### src/rtl/fractcam_pkg.sv
// rtl/fractcam_pkg.sv - shared constants, FSM encoding and slice helpers for the FracTCAM update path
package fractcam_pkg;

  localparam int SLICE_W = 6;
  localparam int ROWS    = 64;

  // Padding bits beyond KEY_WIDTH are don't-care so they never block a match.
  localparam logic MASK_PAD = 1'b0;

  typedef enum logic [1:0] {
    ST_IDLE  = 2'd0,
    ST_SWEEP = 2'd1,
    ST_DONE  = 2'd2
  } upd_state_t;

  function automatic int slices_of(input int key_width);
    return (key_width + SLICE_W - 1) / SLICE_W;
  endfunction

endpackage

### src/rtl/fractcam_upd_if.sv
// rtl/fractcam_upd_if.sv - update request and match-table write bundle
// Optional FRACTCAM_UPD_SHADOW_EN adds the shadow read port.
interface fractcam_upd_if
  import fractcam_pkg::*;
#(
  parameter int KEY_WIDTH = 30,
  parameter int DEPTH     = 64,
  parameter int IDX_WIDTH = $clog2(DEPTH),
  parameter int SLICES    = (KEY_WIDTH + 5) / 6
);
  logic                 wr_valid;
  logic                 wr_ready;
  logic [IDX_WIDTH-1:0] wr_index;
  logic [KEY_WIDTH-1:0] wr_key;
  logic [KEY_WIDTH-1:0] wr_mask;
  logic                 wr_entry_en;
  logic                 mt_we;
  logic [SLICE_W-1:0]   mt_row;
  logic [IDX_WIDTH-1:0] mt_col;
  logic [SLICES-1:0]    mt_data;
  logic                 busy;
  logic                 done;
`ifdef FRACTCAM_UPD_SHADOW_EN
  logic [IDX_WIDTH-1:0] rd_index;
  logic [2*KEY_WIDTH:0] rd_entry;

  modport master (output wr_valid, wr_index, wr_key, wr_mask, wr_entry_en, rd_index,
                  input  wr_ready, mt_we, mt_row, mt_col, mt_data, busy, done, rd_entry);
  modport slave  (input  wr_valid, wr_index, wr_key, wr_mask, wr_entry_en, rd_index,
                  output wr_ready, mt_we, mt_row, mt_col, mt_data, busy, done, rd_entry);
`else
  modport master (output wr_valid, wr_index, wr_key, wr_mask, wr_entry_en,
                  input  wr_ready, mt_we, mt_row, mt_col, mt_data, busy, done);
  modport slave  (input  wr_valid, wr_index, wr_key, wr_mask, wr_entry_en,
                  output wr_ready, mt_we, mt_row, mt_col, mt_data, busy, done);
`endif
endinterface

### src/rtl/fractcam_row_match.sv
// rtl/fractcam_row_match.sv - per-slice column bit for one LUTRAM row address
module fractcam_row_match
  import fractcam_pkg::*;
#(
  parameter int SLICES = 5
) (
  input  logic [SLICE_W-1:0]        i_row,
  input  logic [SLICES*SLICE_W-1:0] i_key,
  input  logic [SLICES*SLICE_W-1:0] i_mask,
  input  logic                      i_en,
  output logic [SLICES-1:0]         o_bits
);

  always_comb begin
    o_bits = '0;
    for (int s = 0; s < SLICES; s++) begin
      o_bits[s] = i_en &
        (((i_row ^ i_key[s*SLICE_W +: SLICE_W]) & i_mask[s*SLICE_W +: SLICE_W]) == '0);
    end
  end

endmodule

### src/rtl/fractcam_upd.sv
// rtl/fractcam_upd.sv - FracTCAM entry writer: sweeps all 64 LUTRAM rows per update
// Optional FRACTCAM_UPD_SHADOW_EN keeps a readable shadow copy of every entry.
module fractcam_upd
  import fractcam_pkg::*;
#(
  parameter int KEY_WIDTH = 30,
  parameter int DEPTH     = 64,
  parameter int IDX_WIDTH = $clog2(DEPTH)
) (
  input logic          clk,
  input logic          rst_n,
  fractcam_upd_if.slave upd
);

  localparam int SLICES = slices_of(KEY_WIDTH);
  localparam int PAD_W  = SLICES * SLICE_W;

  upd_state_t           r_state, w_state_nxt;
  logic [SLICE_W-1:0]   r_row;
  logic [IDX_WIDTH-1:0] r_idx;
  logic [KEY_WIDTH-1:0] r_key, r_mask;
  logic                 r_en, r_in_range;
  logic                 w_accept, w_ready, w_busy, w_done, w_in_range;
  logic [PAD_W-1:0]     w_key_pad, w_mask_pad;
  logic [SLICES-1:0]    w_bits;

  assign w_in_range = (int'(upd.wr_index) < DEPTH);

  always_ff @(posedge clk or negedge rst_n) begin
    if (!rst_n) r_state <= ST_IDLE;
    else        r_state <= w_state_nxt;
  end

  always_comb begin
    w_state_nxt = r_state;
    w_accept    = 1'b0;
    w_ready     = 1'b0;
    w_busy      = 1'b0;
    w_done      = 1'b0;
    case (r_state)
      ST_IDLE: begin
        w_ready = 1'b1;
        if (upd.wr_valid) begin
          w_accept    = 1'b1;
          w_state_nxt = ST_SWEEP;
        end
      end
      ST_SWEEP: begin
        w_busy = 1'b1;
        if (r_row == SLICE_W'(ROWS - 1)) w_state_nxt = ST_DONE;
      end
      ST_DONE: begin
        w_done      = 1'b1;
        w_state_nxt = ST_IDLE;
      end
      default: w_state_nxt = ST_IDLE;
    endcase
  end

  always_ff @(posedge clk or negedge rst_n) begin
    if (!rst_n) begin
      r_row      <= '0;
      r_idx      <= '0;
      r_key      <= '0;
      r_mask     <= '0;
      r_en       <= 1'b0;
      r_in_range <= 1'b0;
    end else if (w_accept) begin
      r_row      <= '0;
      r_idx      <= upd.wr_index;
      r_key      <= upd.wr_key;
      r_mask     <= upd.wr_mask;
      r_en       <= upd.wr_entry_en;
      r_in_range <= w_in_range;
    end else if (w_busy) begin
      r_row <= r_row + SLICE_W'(1);
    end
  end

  always_comb begin
    w_key_pad                   = '0;
    w_mask_pad                  = {PAD_W{MASK_PAD}};
    w_key_pad[KEY_WIDTH-1:0]    = r_key;
    w_mask_pad[KEY_WIDTH-1:0]   = r_mask;
  end

  fractcam_row_match #(.SLICES(SLICES)) u_row_match (
    .i_row  (r_row),
    .i_key  (w_key_pad),
    .i_mask (w_mask_pad),
    .i_en   (r_en),
    .o_bits (w_bits)
  );

  // Everything below is decoded from registers only; wr_* never reaches the memories directly.
  assign upd.wr_ready = w_ready;
  assign upd.busy     = w_busy;
  assign upd.done     = w_done;
  assign upd.mt_we    = w_busy & r_in_range;
  assign upd.mt_row   = r_row;
  assign upd.mt_col   = r_idx;
  assign upd.mt_data  = w_busy ? w_bits : '0;

`ifdef FRACTCAM_UPD_SHADOW_EN
  logic [DEPTH-1:0]     r_sh_en;
  logic [KEY_WIDTH-1:0] r_sh_key  [DEPTH];
  logic [KEY_WIDTH-1:0] r_sh_mask [DEPTH];
  logic [2*KEY_WIDTH:0] r_rd_entry;

  always_ff @(posedge clk or negedge rst_n) begin
    if (!rst_n)                       r_sh_en <= '0;
    else if (w_accept && w_in_range)  r_sh_en[upd.wr_index] <= upd.wr_entry_en;
  end

  always_ff @(posedge clk) begin
    if (w_accept && w_in_range) begin
      r_sh_key[upd.wr_index]  <= upd.wr_key;
      r_sh_mask[upd.wr_index] <= upd.wr_mask;
    end
  end

  always_ff @(posedge clk or negedge rst_n) begin
    if (!rst_n) r_rd_entry <= '0;
    else        r_rd_entry <= {r_sh_en[upd.rd_index], r_sh_key[upd.rd_index], r_sh_mask[upd.rd_index]};
  end

  assign upd.rd_entry = r_rd_entry;
`endif

endmodule

### src/flat_wrapper.sv
// flat-port wrapper written by rule: the top's interface ports become plain ports
module fractcam_upd_flat import fractcam_pkg::*;
#(
  parameter int KEY_WIDTH = 30,
  parameter int DEPTH     = 64,
  parameter int IDX_WIDTH = $clog2(DEPTH)
)
  (clk, rst_n, upd_wr_valid, upd_wr_index, upd_wr_key, upd_wr_mask, upd_wr_entry_en, upd_wr_ready, upd_mt_we, upd_mt_row, upd_mt_col, upd_mt_data, upd_busy, upd_done);
  fractcam_upd_if #(.KEY_WIDTH(KEY_WIDTH), .DEPTH(DEPTH), .IDX_WIDTH(IDX_WIDTH)) upd_i ();
  input logic clk;
  input logic rst_n;
  input wire logic [$bits(upd_i.wr_valid)-1:0] upd_wr_valid;
  input wire logic [$bits(upd_i.wr_index)-1:0] upd_wr_index;
  input wire logic [$bits(upd_i.wr_key)-1:0] upd_wr_key;
  input wire logic [$bits(upd_i.wr_mask)-1:0] upd_wr_mask;
  input wire logic [$bits(upd_i.wr_entry_en)-1:0] upd_wr_entry_en;
  output wire logic [$bits(upd_i.wr_ready)-1:0] upd_wr_ready;
  output wire logic [$bits(upd_i.mt_we)-1:0] upd_mt_we;
  output wire logic [$bits(upd_i.mt_row)-1:0] upd_mt_row;
  output wire logic [$bits(upd_i.mt_col)-1:0] upd_mt_col;
  output wire logic [$bits(upd_i.mt_data)-1:0] upd_mt_data;
  output wire logic [$bits(upd_i.busy)-1:0] upd_busy;
  output wire logic [$bits(upd_i.done)-1:0] upd_done;
  assign upd_i.wr_valid = upd_wr_valid;
  assign upd_i.wr_index = upd_wr_index;
  assign upd_i.wr_key = upd_wr_key;
  assign upd_i.wr_mask = upd_wr_mask;
  assign upd_i.wr_entry_en = upd_wr_entry_en;
  assign upd_wr_ready = upd_i.wr_ready;
  assign upd_mt_we = upd_i.mt_we;
  assign upd_mt_row = upd_i.mt_row;
  assign upd_mt_col = upd_i.mt_col;
  assign upd_mt_data = upd_i.mt_data;
  assign upd_busy = upd_i.busy;
  assign upd_done = upd_i.done;
  fractcam_upd #(.KEY_WIDTH(KEY_WIDTH), .DEPTH(DEPTH), .IDX_WIDTH(IDX_WIDTH)) u_core (.clk(clk), .rst_n(rst_n), .upd(upd_i));
endmodule
### config.mk
export PLATFORM = sky130hd
export DESIGN_NAME = fractcam_upd_flat
export DESIGN_NICKNAME = d
export VERILOG_FILES = /design/src/rtl/fractcam_pkg.sv /design/src/rtl/fractcam_upd_if.sv /design/src/rtl/fractcam_row_match.sv /design/src/rtl/fractcam_upd.sv /design/src/flat_wrapper.sv
export SDC_FILE = /design/constraint.sdc
export NUM_CORES = 1
export LEC_CHECK = 0
export ABC_AREA = 1
export ABC_CLOCK_PERIOD_IN_PS = 1200
export CORE_MARGIN = 2
export CORE_UTILIZATION = 45
export DETAILED_ROUTE_END_ITERATION = 8
export HOLD_SLACK_MARGIN = 0.02
export PLACE_DENSITY = 0.77
export SKIP_LAST_GASP = 1
export SYNTH_ARGS = -nofsm -noshare
export SYNTH_HDL_FRONTEND = slang
export SYNTH_HIERARCHICAL = 1
export SYNTH_SLANG_ARGS = --single-unit
### constraint.sdc
create_clock -name clk -period 1.2 [get_ports clk]
set_input_delay 0.18 -clock clk [delete_from_list [all_inputs] [get_ports clk]]
set_output_delay 0.18 -clock clk [all_outputs]
set_load 0.03 [all_outputs]
Word level (Yosys, flattened, before mapping)
Index checks and enable logic that the tools add are counted.
- logic and storage cells: 48
- input bits: 70
- output and inout port bits: 21
- register bits: 76
- bitwise logic cells: 16
- mux-type cells: 11
- add/sub/neg operators: 1
- reduce and logical (&&, ||, !) cells: 8
- eq/ne operators: 5
- operators by type and width (cell ; number):
    AND 6 bit ; 5
    zero test 6 bit ; 5
    XOR 6 bit ; 5
    2-to-1 mux 6 bit ; 2
    adder 6 x 1 -> 6 bit, second input constant ; 1
    AND 1 bit ; 6
    == test 6 bit, second input constant ; 1
    2-to-1 mux 1 bit ; 5
    2-to-1 mux 5 bit ; 1
    2-to-1 mux 2 bit ; 2
    case mux 2 bit (2 select lines) ; 1
    == test 2 x 1 -> 1 bit, second input constant ; 1
    == test 2 bit, second input constant ; 1
    zero test 2 bit ; 1
    inequality test 2 x 1 -> 1 bit, second input constant ; 1
    inequality test 2 bit, second input constant ; 1
    AND reduction 2 bit ; 1
    nonzero test 2 bit ; 1

Logic depth before layout (Yosys ltp)
Gate-level depths: netlist (run 1).
- word-level depth: 5
- gate-level depth with buffers: 9
- mapped depth without buffers: 8

Hierarchy
The synthesis (run 1) kept the hierarchy.
- by module, submodules not included (module ; cells each ; instances ; area an instance (µm²) ; seq. area each (µm²)):
    fractcam_upd ; 358 ; 1 ; 3130.5 ; 1901.8
    fractcam_row_match ; 152 ; 1 ; 620.6 ; 0.0

Worst setup path after synthesis (run 1)
No wires, ideal clock.
- kind: register -> output
- start point: register u_core.r_row[0], in the netlist u_core/upd.mt_row[0]
- end point: output port upd_mt_data[0]
- path slack: -0.529 ns
- stages on the path, launching flop included: 10
- required time: 1.020 ns
- arrival time: 1.549 ns
- path buffers: 1
- cell sequence: dfrtp_1 -> buf_6 -> nand2_1 -> nand2_1 -> nor2_1 -> nor2_1 -> nand2_1 -> nor2_1 -> inv_1 -> nor2_1
- cells in the longest elaborated chain, start to end: 5
- RTL lines (what ; line ; RTL):
    start, declared ; fractcam_upd.sv:19 ; logic [SLICE_W-1:0] r_row;
    start signal, assigned ; fractcam_upd.sv:76 ; r_row <= r_row + SLICE_W'(1);
    XOR 6 bit ; fractcam_row_match.sv:18 ; (((i_row ^ i_key[s*SLICE_W +: SLICE_W]) & i_mask[s*SLICE_W +: SLICE_W]) == '0);
    AND 6 bit ; fractcam_row_match.sv:18 ;
    zero test 6 bit ; fractcam_row_match.sv:18 ;
    AND 1 bit ; fractcam_row_match.sv:17 ; o_bits[s] = i_en &
    net u_core.w_bits[0] ; fractcam_upd.sv:25 ; logic [SLICES-1:0] w_bits;
    2-to-1 mux 5 bit ; fractcam_upd.sv:102 ; assign upd.mt_data = w_busy ? w_bits : '0;
    end, declared ; flat_wrapper.sv:21 ; output wire logic [$bits(upd_i.mt_data)-1:0] upd_mt_data;
The timed path passes the listed nets, and every way through them passes these cells.

Final worst setup path (run 1)
- start point: register u_core.r_row[4], in the netlist u_core/upd.mt_row[4]
- end point: output port upd_mt_data[2]
Same word-level chain as after synthesis.

==> impl_metrics.json, run 1 <==
{
  "grt_usage_pct": 30.4,
  "vias_per_cell": 5.82,
  "synthCells": 510,
  "multi_input_area_sq_um": 2230,
  "status": "finished, violations left",
  "portBuffers": 90,
  "cp-start-kind": "flip-flop",
  "clock_path_buffers": 2,
  "maxSlewViolCount": 0,
  "vias": 4509,
  "yosys.area.top_type": "dfrtp_1",
  "rows": 33,
  "path_class": "reg -> out",
  "ff_latch_area_sq_um": 1910,
  "setup_viol": 89,
  "place_area_sq_um": 4930,
  "drc": 0,
  "antenna_cells": 0,
  "post-route-cell-area_sq_um": 6640,
  "ys_seq_area_share_pct": 50.7,
  "cts_inserted_buffers": 9,
  "crit_buf_inv": 3,
  "synth-seq-cells": 76,
  "period_share_pct": 169,
  "slew_headroom_pct": 68.1,
  "grt_pass1_wl_um": 20600,
  "rsz0062_at_grt": "yes",
  "coreArea_sq_um": 8130,
  "initial_core_util_pct": 46.1,
  "irDropWorstVdd_v": 0.00108,
  "die_y_um": 95.3,
  "critPathMostFrequentCell": "nor2_1",
  "cp.required_ns": 1.02,
  "hpwl_um": 7010,
  "io_pins": 91,
  "synthTopCellsByArea": "dfrtp_1 (51%), nand2_1 (22%), nand3_1 (12%)",
  "cts_sinks": 76,
  "cts.reportedPaths.clkPinSlew_ns": 0.09,
  "grt_max_degree": 33,
  "min_period_ns": 2.03,
  "drtIter0Drc": 488,
  "violations": "negative setup slack",
  "detail_route.wl_per_cell_um": 21.3,
  "power_uw": 16100,
  "netlist.area_leader.share_pct": 50.7,
  "synth_area_sq_um": 3750,
  "synth_fp_nets": 581,
  "die_area_sq_um": 9080,
  "clk-insertion-delay-late_ns": 0.36,
  "die_w_um": 95.3,
  "worst_path_dominant_cell_family": "simple AND/OR/NAND/NOR gates",
  "grt_pass1_vias": 4006,
  "hold_viol_final": 0,
  "worst_slack_ns": -0.833,
  "dr.pass1.iters": 6,
  "yosysWarningCount": 6,
  "fin_nets": 736,
  "num-fill-cells": 425,
  "p_leak_uw": 0.00312,
  "end_kind": "output port",
  "fin_skew_ns": 0.0104,
  "grt_overflow": 0,
  "drive_gt1_share_pct": 39.4,
  "drv_cap": 0,
  "place_congestion": 0.875,
  "cts_tree": "yes",
  "avgSynthCellArea_sq_um": 7.36,
  "htree_levels": 3,
  "syn_to_final_growth_pct": 76.9,
  "min_path_type": "in -> async",
  "root_buffer": "clkbuf_8",
  "ant_nets": 0,
  "max_stage_delay_ns": 0.44,
  "wl_um": 16500,
  "crit_slowest_cell": "dfrtp_2",
  "tightest_slew_ns": 0.478,
  "worstPathArrival_ns": 1.85,
  "cp_cell_sequence": "buf_6 > nor2_2 > nor2_1 > nor2_1 > nand2_1 > nor2_1 > inv_1 > nor2_4 > buf_6",
  "max_freq_ghz": 0.492,
  "synth_cell_type_count": 19,
  "power_density_nw_per_um2": 2420,
  "crit_path_max_fanout": 4,
  "antenna_found_initial": 0
}
-- worst reg2reg max path, delay by kind of cell (launching register included) --
kind	cells	cell delay, ns
buffers and inverters	7	0.87
AND/OR/NAND/NOR	3	0.28
flip-flops	1	0.42
-- report_power, final --
part | internal (uW) | total [uW] | switching (uW) | leakage [uW]
clock | 973 | 2040 | 1070 | 0.000100
combinational | 4180 | 9100 | 4930 | 0.00208
sequential | 3690 | 4910 | 1220 | 0.000941
-- per-layer routing --
| layer | track usage (%) | vias to the layer above | share of wire (%) |
|---|---|---|---|
| li1 | - | 1913 | - |
| met1 | 39.3 | 2148 | 37 |
| met2 | 50.2 | 344 | 47 |
| met3 | 5.61 | 104 | 9.9 |
| met4 | 12.9 | 0 | 6.1 |
| met5 | 0 | - | 0 |
-- sequential cells by signal (all words and copies together) (netlist names) --
name,cells
u_core/r_en,1
u_core/r_in_range,1
u_core/r_mask,30
u_core/upd.mt_col,6
u_core/upd.mt_row,6
u_core/r_state,2
u_core/r_key,30
-- layout by cell type (no fill, tap or decap), types with 3 or more instances in the layout --
master           count
nor2_4              10
buf_6               34
nand3_1             66
inv_1               27
clkdlybuf4s50_1     67
nand3_2             21
nand3_4              4
buf_16              10
buf_4               30
inv_2                3
nand2_2             59
buf_8                8
nand2_4             28
dfrtp_1             69
nor2_2               7
buf_12              15
nor2_1              40
clkbuf_8             9
nand2_1            131
dfrtp_2              7
-- cell families after synthesis --
group	share of synthesized area, %
AO/OA/AOI/OAI	0.867
buffers and inverters	7.50
flip-flops	50.7
adder cells (fa/ha/maj)	0.334
AND/OR/NAND/NOR	40.6
-- cell type report --
class,count,area share (%)
clock buffers,9,1.87
multi-input cells,378,33.7
inverters,31,1.79
repair buffers,169,30.8
clock inverters,7,1.11
flip-flops and latches,76,28.8
well taps,105,1.98
-- worst paths after layout --
kind / startpoint / endpoint / slack [ns] / cells after the start
worst max-delay path: u_core/upd.mt_row[4]$_DFFE_PN0P_ / upd_mt_data[2] / -0.83 / 9
worst min-delay path: rst_n / u_core/r_key[23]$_DFFE_PN0P_ / 0.21 / 2
worst max register to register: u_core/r_state[1]$_DFFE_PN0P_ / u_core/r_key[20]$_DFFE_PN0P_ / -0.41 / 10
worst min register to register: u_core/r_mask[28]$_DFFE_PN0P_ / u_core/r_mask[28]$_DFFE_PN0P_ / 0.49 / 2
max in group asynchronous: rst_n / u_core/r_key[8]$_DFFE_PN0P_ / 0.51 / 3
min in group clk: upd_wr_valid / u_core/r_key[19]$_DFFE_PN0P_ / 0.23 / 3
-- cell usage after synthesis --
library cell and count:
nor2_4 1, nor3_1 1, o21bai_1 1, o21ai_0 3, buf_6 5, nand3b_1 1
o21ai_1 1, nand3_1 91, nand2_2 2, inv_1 31, nand2_1 217, nor2_1 56
dfrtp_1 76, buf_2 15, clkbuf_1 3, nand4_1 1, a21oi_1 1, ha_1 1
buf_4 3
-- timing repair --
action | CTS | global route
pin swaps | 10 | 47
setup endpoints to repair | 52 | 90
gates cloned | 13 | 3
gates resized for setup | 93 | 159
endpoints found under the hold margin | 76 | 0
hold buffers | 1 | 0
buffers inserted | 29 | 15
-- metrics by stage --
stage                     instances  TNS (ns)  setup slack [ns]  hold slack (ns)  util, %
final                           775    -27.19            -0.833            0.206     81.6
after global routing            775    -28.96            -0.884            0.226     81.6
after CTS                       768    -19.35            -0.603            0.186     74.8
after detailed placement        709     -2.73            -0.322           0.0353     60.6
after global placement          709     -2.34            -0.277           0.0351     60.6
after floorplan                 510    -0.955            -0.196           -0.116        -
No activity file was read; power rests on OpenSTA's default activity.
==> run 2, diff against run 1 <==
Settings changed: CORE_UTILIZATION 45 to 46, CTS_BUF_LIST set to sky130_fd_sc_hd__clkbuf_8, PLACE_DENSITY 0.77 to 0.78, SETUP_SLACK_MARGIN set to 0.02.
==> run 2 against run 1 <==
  * Count of clock-buffer cells in the layout up 1
  * Non-clock buffer count decreased by 7
  * Cell count down 1.3%
  * Register-to-register slack gained 0.07 ns
  * Final area shrank 1.0%
  * Clock skew up 0.0047 ns
  * Global-route usage grew 2.6 points
  * The flow still finishes with violations (negative setup slack)
  * Flip-flop and latch count unchanged
  * Worst setup slack improved by 0.036 ns
  * Die area fell by 2.1%
  * Routed wire length up 6.6%
  * Via count grew 5.4%
==> impl_metrics.json, run 2 (synthesis gave the netlist of run 1 again) <==
{
  "coreArea_sq_um": 7810,
  "final_cell_mix": "nand2_1 (143), dfrtp_1 (69), clkdlybuf4s50_1 (67)",
  "cts_inserted_buffers": 9,
  "min_period_ns": 2.00,
  "ant_nets": 0,
  "clock_path_buffers": 2,
  "post-route-cell-area_sq_um": 6570,
  "place_congestion": 0.831,
  "final_common_cell": "nand2_1",
  "place_area_sq_um": 4850,
  "grt_overflow": 0,
  "htree_levels": 3,
  "drc": 0,
  "max_stage_delay_ns": 0.43,
  "top_regs": "u_core/r_key x30, u_core/r_mask x30",
  "num-fill-cells": 357,
  "rsz0062_at_grt": "yes",
  "status": "finished, violations left",
  "worstRegToRegCells": 9,
  "root_buffer": "clkbuf_8",
  "p_clk_share_pct": 13.8,
  "cts_sinks": 76,
  "power.switching_uw": 7330,
  "maxSlewViolCount": 0,
  "grt_max_degree": 77,
  "wl_um": 17600,
  "tightest_slew_ns": 0.522,
  "end_kind": "output port",
  "setup_viol": 91,
  "die_y_um": 94.3,
  "grt_usage_pct": 33.0,
  "path_class": "reg -> out",
  "cp.required_ns": 1.02,
  "grt_pass1_vias": 4291,
  "detail_route.wl_per_cell_um": 23.0,
  "vias_per_cell": 6.21,
  "cts.reportedPaths.clkPinSlew_ns": 0.09,
  "dr.pass1.iters": 7,
  "p_int_uw": 8820,
  "power.share.sequential_pct": 30.8,
  "initial_core_util_pct": 48.0,
  "irDropWorstVdd_v": 0.00129,
  "die_area_sq_um": 8890,
  "hold_viol_final": 0,
  "fin_util_pct": 84.2,
  "die_w_um": 94.3,
  "min_path_type": "in -> async",
  "p_leak_uw": 0.00307,
  "violations": "negative setup slack",
  "rrSetupSlack_ns": -0.34,
  "drive_gt1_share_pct": 39.4,
  "drv_cap": 0,
  "grt_pass1_wl_um": 21800,
  "worstPathArrival_ns": 1.82,
  "crit_slowest_cell": "dfrtp_2",
  "vias": 4753,
  "portBuffers": 90,
  "period_share_pct": 166,
  "antenna_found_initial": 0,
  "power.share.switching_pct": 45.4,
  "rows": 32,
  "syn_to_final_growth_pct": 75.2,
  "slew_headroom_pct": 65.2,
  "clk-insertion-delay-late_ns": 0.37,
  "drtIter0Drc": 797,
  "fin_nets": 729,
  "max_freq_ghz": 0.501,
  "fin_skew_ns": 0.0151,
  "antenna_cells": 0,
  "cts_tree": "yes",
  "hpwl_um": 6790,
  "cp-start-kind": "flip-flop",
  "crit_path_max_fanout": 6,
  "p_comb_share_pct": 55.4,
  "critPathMostFrequentCell": "nor2_1",
  "io_pins": 91,
  "worst_slack_ns": -0.797,
  "power_uw": 16200,
  "cp_cell_sequence": "buf_6 > nor2_1 > nor2_1 > nor2_1 > nand2_1 > nor2_2 > inv_1 > nor2_4 > buf_6",
  "power_density_nw_per_um2": 2460
}
run 2: cell types whose count changed in the layout (fill, tap and decap cells not counted), sizes merged:
| cell | change |
|---|---|
| clkbuf | +1 |
| clkinv | -2 |
| bufinv | +1 |
| buf | -7 |
run 2: critical path: cells and delay by family, from the launching register on:
family	cells	cell delay (ns)
flip-flops	1	0.43
buffers and inverters	3	0.37
AND/OR/NAND/NOR	6	0.66
run 2: worst paths after layout:
check,endpoint,from
worst max-delay path,upd_mt_data[0],u_core/upd.mt_row[4]$_DFFE_PN0P_
worst min-delay path,u_core/r_key[23]$_DFFE_PN0P_,rst_n
worst max register to register,u_core/upd.mt_row[4]$_DFFE_PN0P_,u_core/upd.mt_row[2]$_DFFE_PN0P_
worst min register to register,u_core/upd.mt_col[2]$_DFFE_PN0P_,u_core/upd.mt_col[2]$_DFFE_PN0P_
max in group asynchronous,u_core/r_state[0]$_DFFE_PN0P_,rst_n
min in group clk,u_core/r_mask[14]$_DFFE_PN0P_,upd_wr_mask[14]
run 2: timing repair:
item | in CTS | in global routing
cloned | 13 | 2
resized for setup | 107 | 150
endpoints found under the setup margin | 47 | 91
hold buffers | 1 | 0
setup buffers | 25 | 8
pin swaps | 19 | 54
hold endpoints to repair | 76 | 0
run 2: area by class of cell:
class	instances	area (sq um)	share of cell area, %
Clock buffer	10	138	2.09
Clock inverter	6	80.1	1.22
Inverter	31	119	1.81
Sequential cell	76	1910	29.1
Tap cell	102	128	1.94
Multi-Input combinational cell	378	2260	34.4
Timing Repair Buffer	162	1940	29.5
run 2: power groups by stage:
| stage | clock network [uW] | logic [uW] | registers, uW |
|---|---|---|---|
| global route | 2320 | 9230 | 5020 |
| floorplan | 0 | 3070 | 4790 |
| CTS | 2150 | 7010 | 4520 |
| detailed placement | 0 | 5130 | 4680 |
| finish | 2230 | 8950 | 4980 |
| global placement | 0 | 4940 | 4630 |
run 2: per-stage QoR:
step	hold slack [ns]	worst slack, ns	cells	TNS (ns)
after global routing	0.385	-0.818	765	-25.10
after floorplan	-0.116	-0.196	510	-0.955
after detailed placement	0.232	-0.318	705	-2.09
after CTS	0.353	-0.579	760	-16.10
after global placement	0.230	-0.276	705	-1.63
final	0.370	-0.797	765	-22.68
run 2: per-layer routing:
layer  share of wire (%)  track usage [%]  vias to the layer above
met4                 8.5             19.4                        0
li1                    -                -                     1896
met2                  44             52.1                      515
met1                  34             42.3                     2171
met3                  13             6.50                      171
met5                   0                0                        -
==> run 3, diff against run 2 <==
Settings changed: ABC_CLOCK_PERIOD_IN_PS 1200 to 2100, CORE_UTILIZATION 46 to 51, PLACE_DENSITY 0.78 to 0.82.
Clock period 1.2 ns to 2.1 ns, I/O delays scaled along.
==> run 3 against run 2 <==
  * The flow now finishes without violations
  * Count of clock-buffer cells in the layout unchanged
  * Worst setup slack gained 0.93 ns
  * Sequential share of layout area is 9.2 points higher
  * Core utilization is 15 points lower
  * Largest power group unchanged
==> impl_metrics.json, run 3 (synthesis gave the netlist of run 1 again) <==
{
  "status": "finished, final reports clean",
  "syn_to_final_growth_pct": 33.1,
  "rrSetupSlack_ns": 0.48,
  "critPathMostFrequentCell": "nor2_1",
  "drc": 0,
  "min_period_ns": 1.97,
  "setup_viol": 0,
  "initial_core_util_pct": 52.3,
  "portBuffers": 90,
  "antenna_found_initial": 0,
  "cts_inserted_buffers": 9,
  "post-route-cell-area_sq_um": 4990,
  "die_w_um": 89.8,
  "crit_buf_inv": 3,
  "die_area_sq_um": 8060,
  "grt_overflow": 0,
  "worst_path_dominant_cell_family": "simple AND/OR/NAND/NOR gates",
  "grt_pass1_wl_um": 15900,
  "preCtsSetupSlack_ns": 0.250,
  "dr.pass1.iters": 5,
  "coreArea_sq_um": 7180,
  "fin_skew_ns": 0.00690,
  "root_buffer": "clkbuf_8",
  "worst_slack_ns": 0.129,
  "io_pins": 91,
  "clk-insertion-delay-late_ns": 0.34,
  "vias": 3637,
  "worstPathArrival_ns": 1.66,
  "fin_nets": 680,
  "maxSlewViolCount": 0,
  "final_cell_mix": "nand2_1 (217), nand3_1 (91), clkdlybuf4s50_1 (80)",
  "slew_headroom_pct": 64.8,
  "top_regs": "u_core/r_key x30, u_core/r_mask x30",
  "fin_util_pct": 69.6,
  "final_common_cell": "nand2_1",
  "cts_tree": "yes",
  "cts.reportedPaths.clkPinSlew_ns": 0.08,
  "htree_levels": 3,
  "max_stage_delay_ns": 0.41,
  "min_path_type": "in -> reg",
  "tightest_slew_ns": 0.522,
  "cp-start-kind": "flip-flop",
  "rows": 31,
  "irDropWorstVdd_v": 0.000729,
  "drv_cap": 0,
  "place_area_sq_um": 4690,
  "ant_nets": 0,
  "crit_slowest_cell": "dfrtp_2",
  "end_kind": "output port",
  "drtIter0Drc": 317,
  "die_y_um": 89.8,
  "place_congestion": 0.885,
  "drive_gt1_share_pct": 9.77,
  "grt_usage_pct": 24.1,
  "hpwl_um": 6520,
  "power_density_nw_per_um2": 1330,
  "grt_max_degree": 48,
  "path_class": "reg -> out",
  "period_share_pct": 93.9,
  "vias_per_cell": 5.10,
  "antenna_cells": 0,
  "detail_route.wl_per_cell_um": 13.5,
  "cp.required_ns": 1.78,
  "cp_cell_sequence": "buf_4 > nor2_1 > nor2_1 > nor2_1 > nand2_1 > nor2_1 > inv_1 > nor2_2 > buf_6",
  "p_leak_uw": 0.00255,
  "grt_pass1_vias": 3397,
  "rsz0062_at_grt": "yes",
  "hold_viol_final": 0,
  "clock_path_buffers": 2,
  "cts_sinks": 76,
  "max_freq_ghz": 0.507,
  "wl_um": 9640,
  "crit_path_max_fanout": 8
}
-- run 3: metal layers --
layer / share of wire (%) / GRT usage (%) / wire length (um)
met1: 44 / 33.3 / 4240
met2: 47 / 38.3 / 4530
met3: 8.0 / 6.12 / 773
met4: 1.1 / 6.67 / 104
met5: 0 / 0 / 0
-- run 3: path summary, 6_finish.rpt --
| path | start | end | depth (start not counted) |
|---|---|---|---|
| max in group asynchronous | rst_n | u_core/r_mask[2]$_DFFE_PN0P_ | 3 |
| worst min-delay path | upd_wr_valid | u_core/r_key[22]$_DFFE_PN0P_ | 3 |
| min in group asynchronous | rst_n | u_core/upd.mt_row[3]$_DFFE_PN0P_ | 2 |
| worst max-delay path | u_core/upd.mt_row[0]$_DFFE_PN0P_ | upd_mt_data[1] | 9 |
| worst min register to register | u_core/r_in_range$_DFFE_PN0P_ | u_core/r_in_range$_DFFE_PN0P_ | 2 |
| worst max register to register | u_core/r_state[0]$_DFFE_PN0P_ | u_core/r_mask[7]$_DFFE_PN0P_ | 5 |
-- run 3: per-stage QoR --
| stage | TNS, ns | power, uW | hold WS, ns | cells |
|---|---|---|---|---|
| after detailed placement | 0 | 5390 | 0.303 | 685 |
| after global placement | 0 | 5260 | 0.304 | 685 |
| after CTS | 0 | 6370 | 0.395 | 702 |
| after floorplan | 0 | 4420 | 0.0194 | 510 |
| final | 0 | 6640 | 0.413 | 713 |
| after global routing | -0.0118 | 7150 | 0.418 | 713 |
-- run 3: where the power goes --
part / total [uW] / internal (uW) / leakage [uW] / switching (uW)
logic: 3060 / 1270 / 0.00152 / 1780
registers: 2620 / 2110 / 0.000941 / 508
clock network: 963 / 448 / 0.0000907 / 515
total: 6640 / 3830 / 0.00255 / 2810
-- run 3: cell type report --
class	instances	area (sq um)
multi-input combinational	377	1580
fill	593	2180
tap	99	124
inverter	31	116
clock inverter	6	32.5
timing repair buffer	114	1100
sequential	76	1910
clock buffer	10	138
-- run 3: worst min-delay path, cell delays in order --
cell and delay [ns]:
buf_2 0.23, nand3_1 0.13, nand2_1 0.05
-- run 3: timing repair --
item	CTS	global route
hold buffers	1	0
setup endpoints to repair	10	5
hold endpoints to repair	35	0
buffers inserted	0	11
pin swaps	0	3
resized for setup	8	12
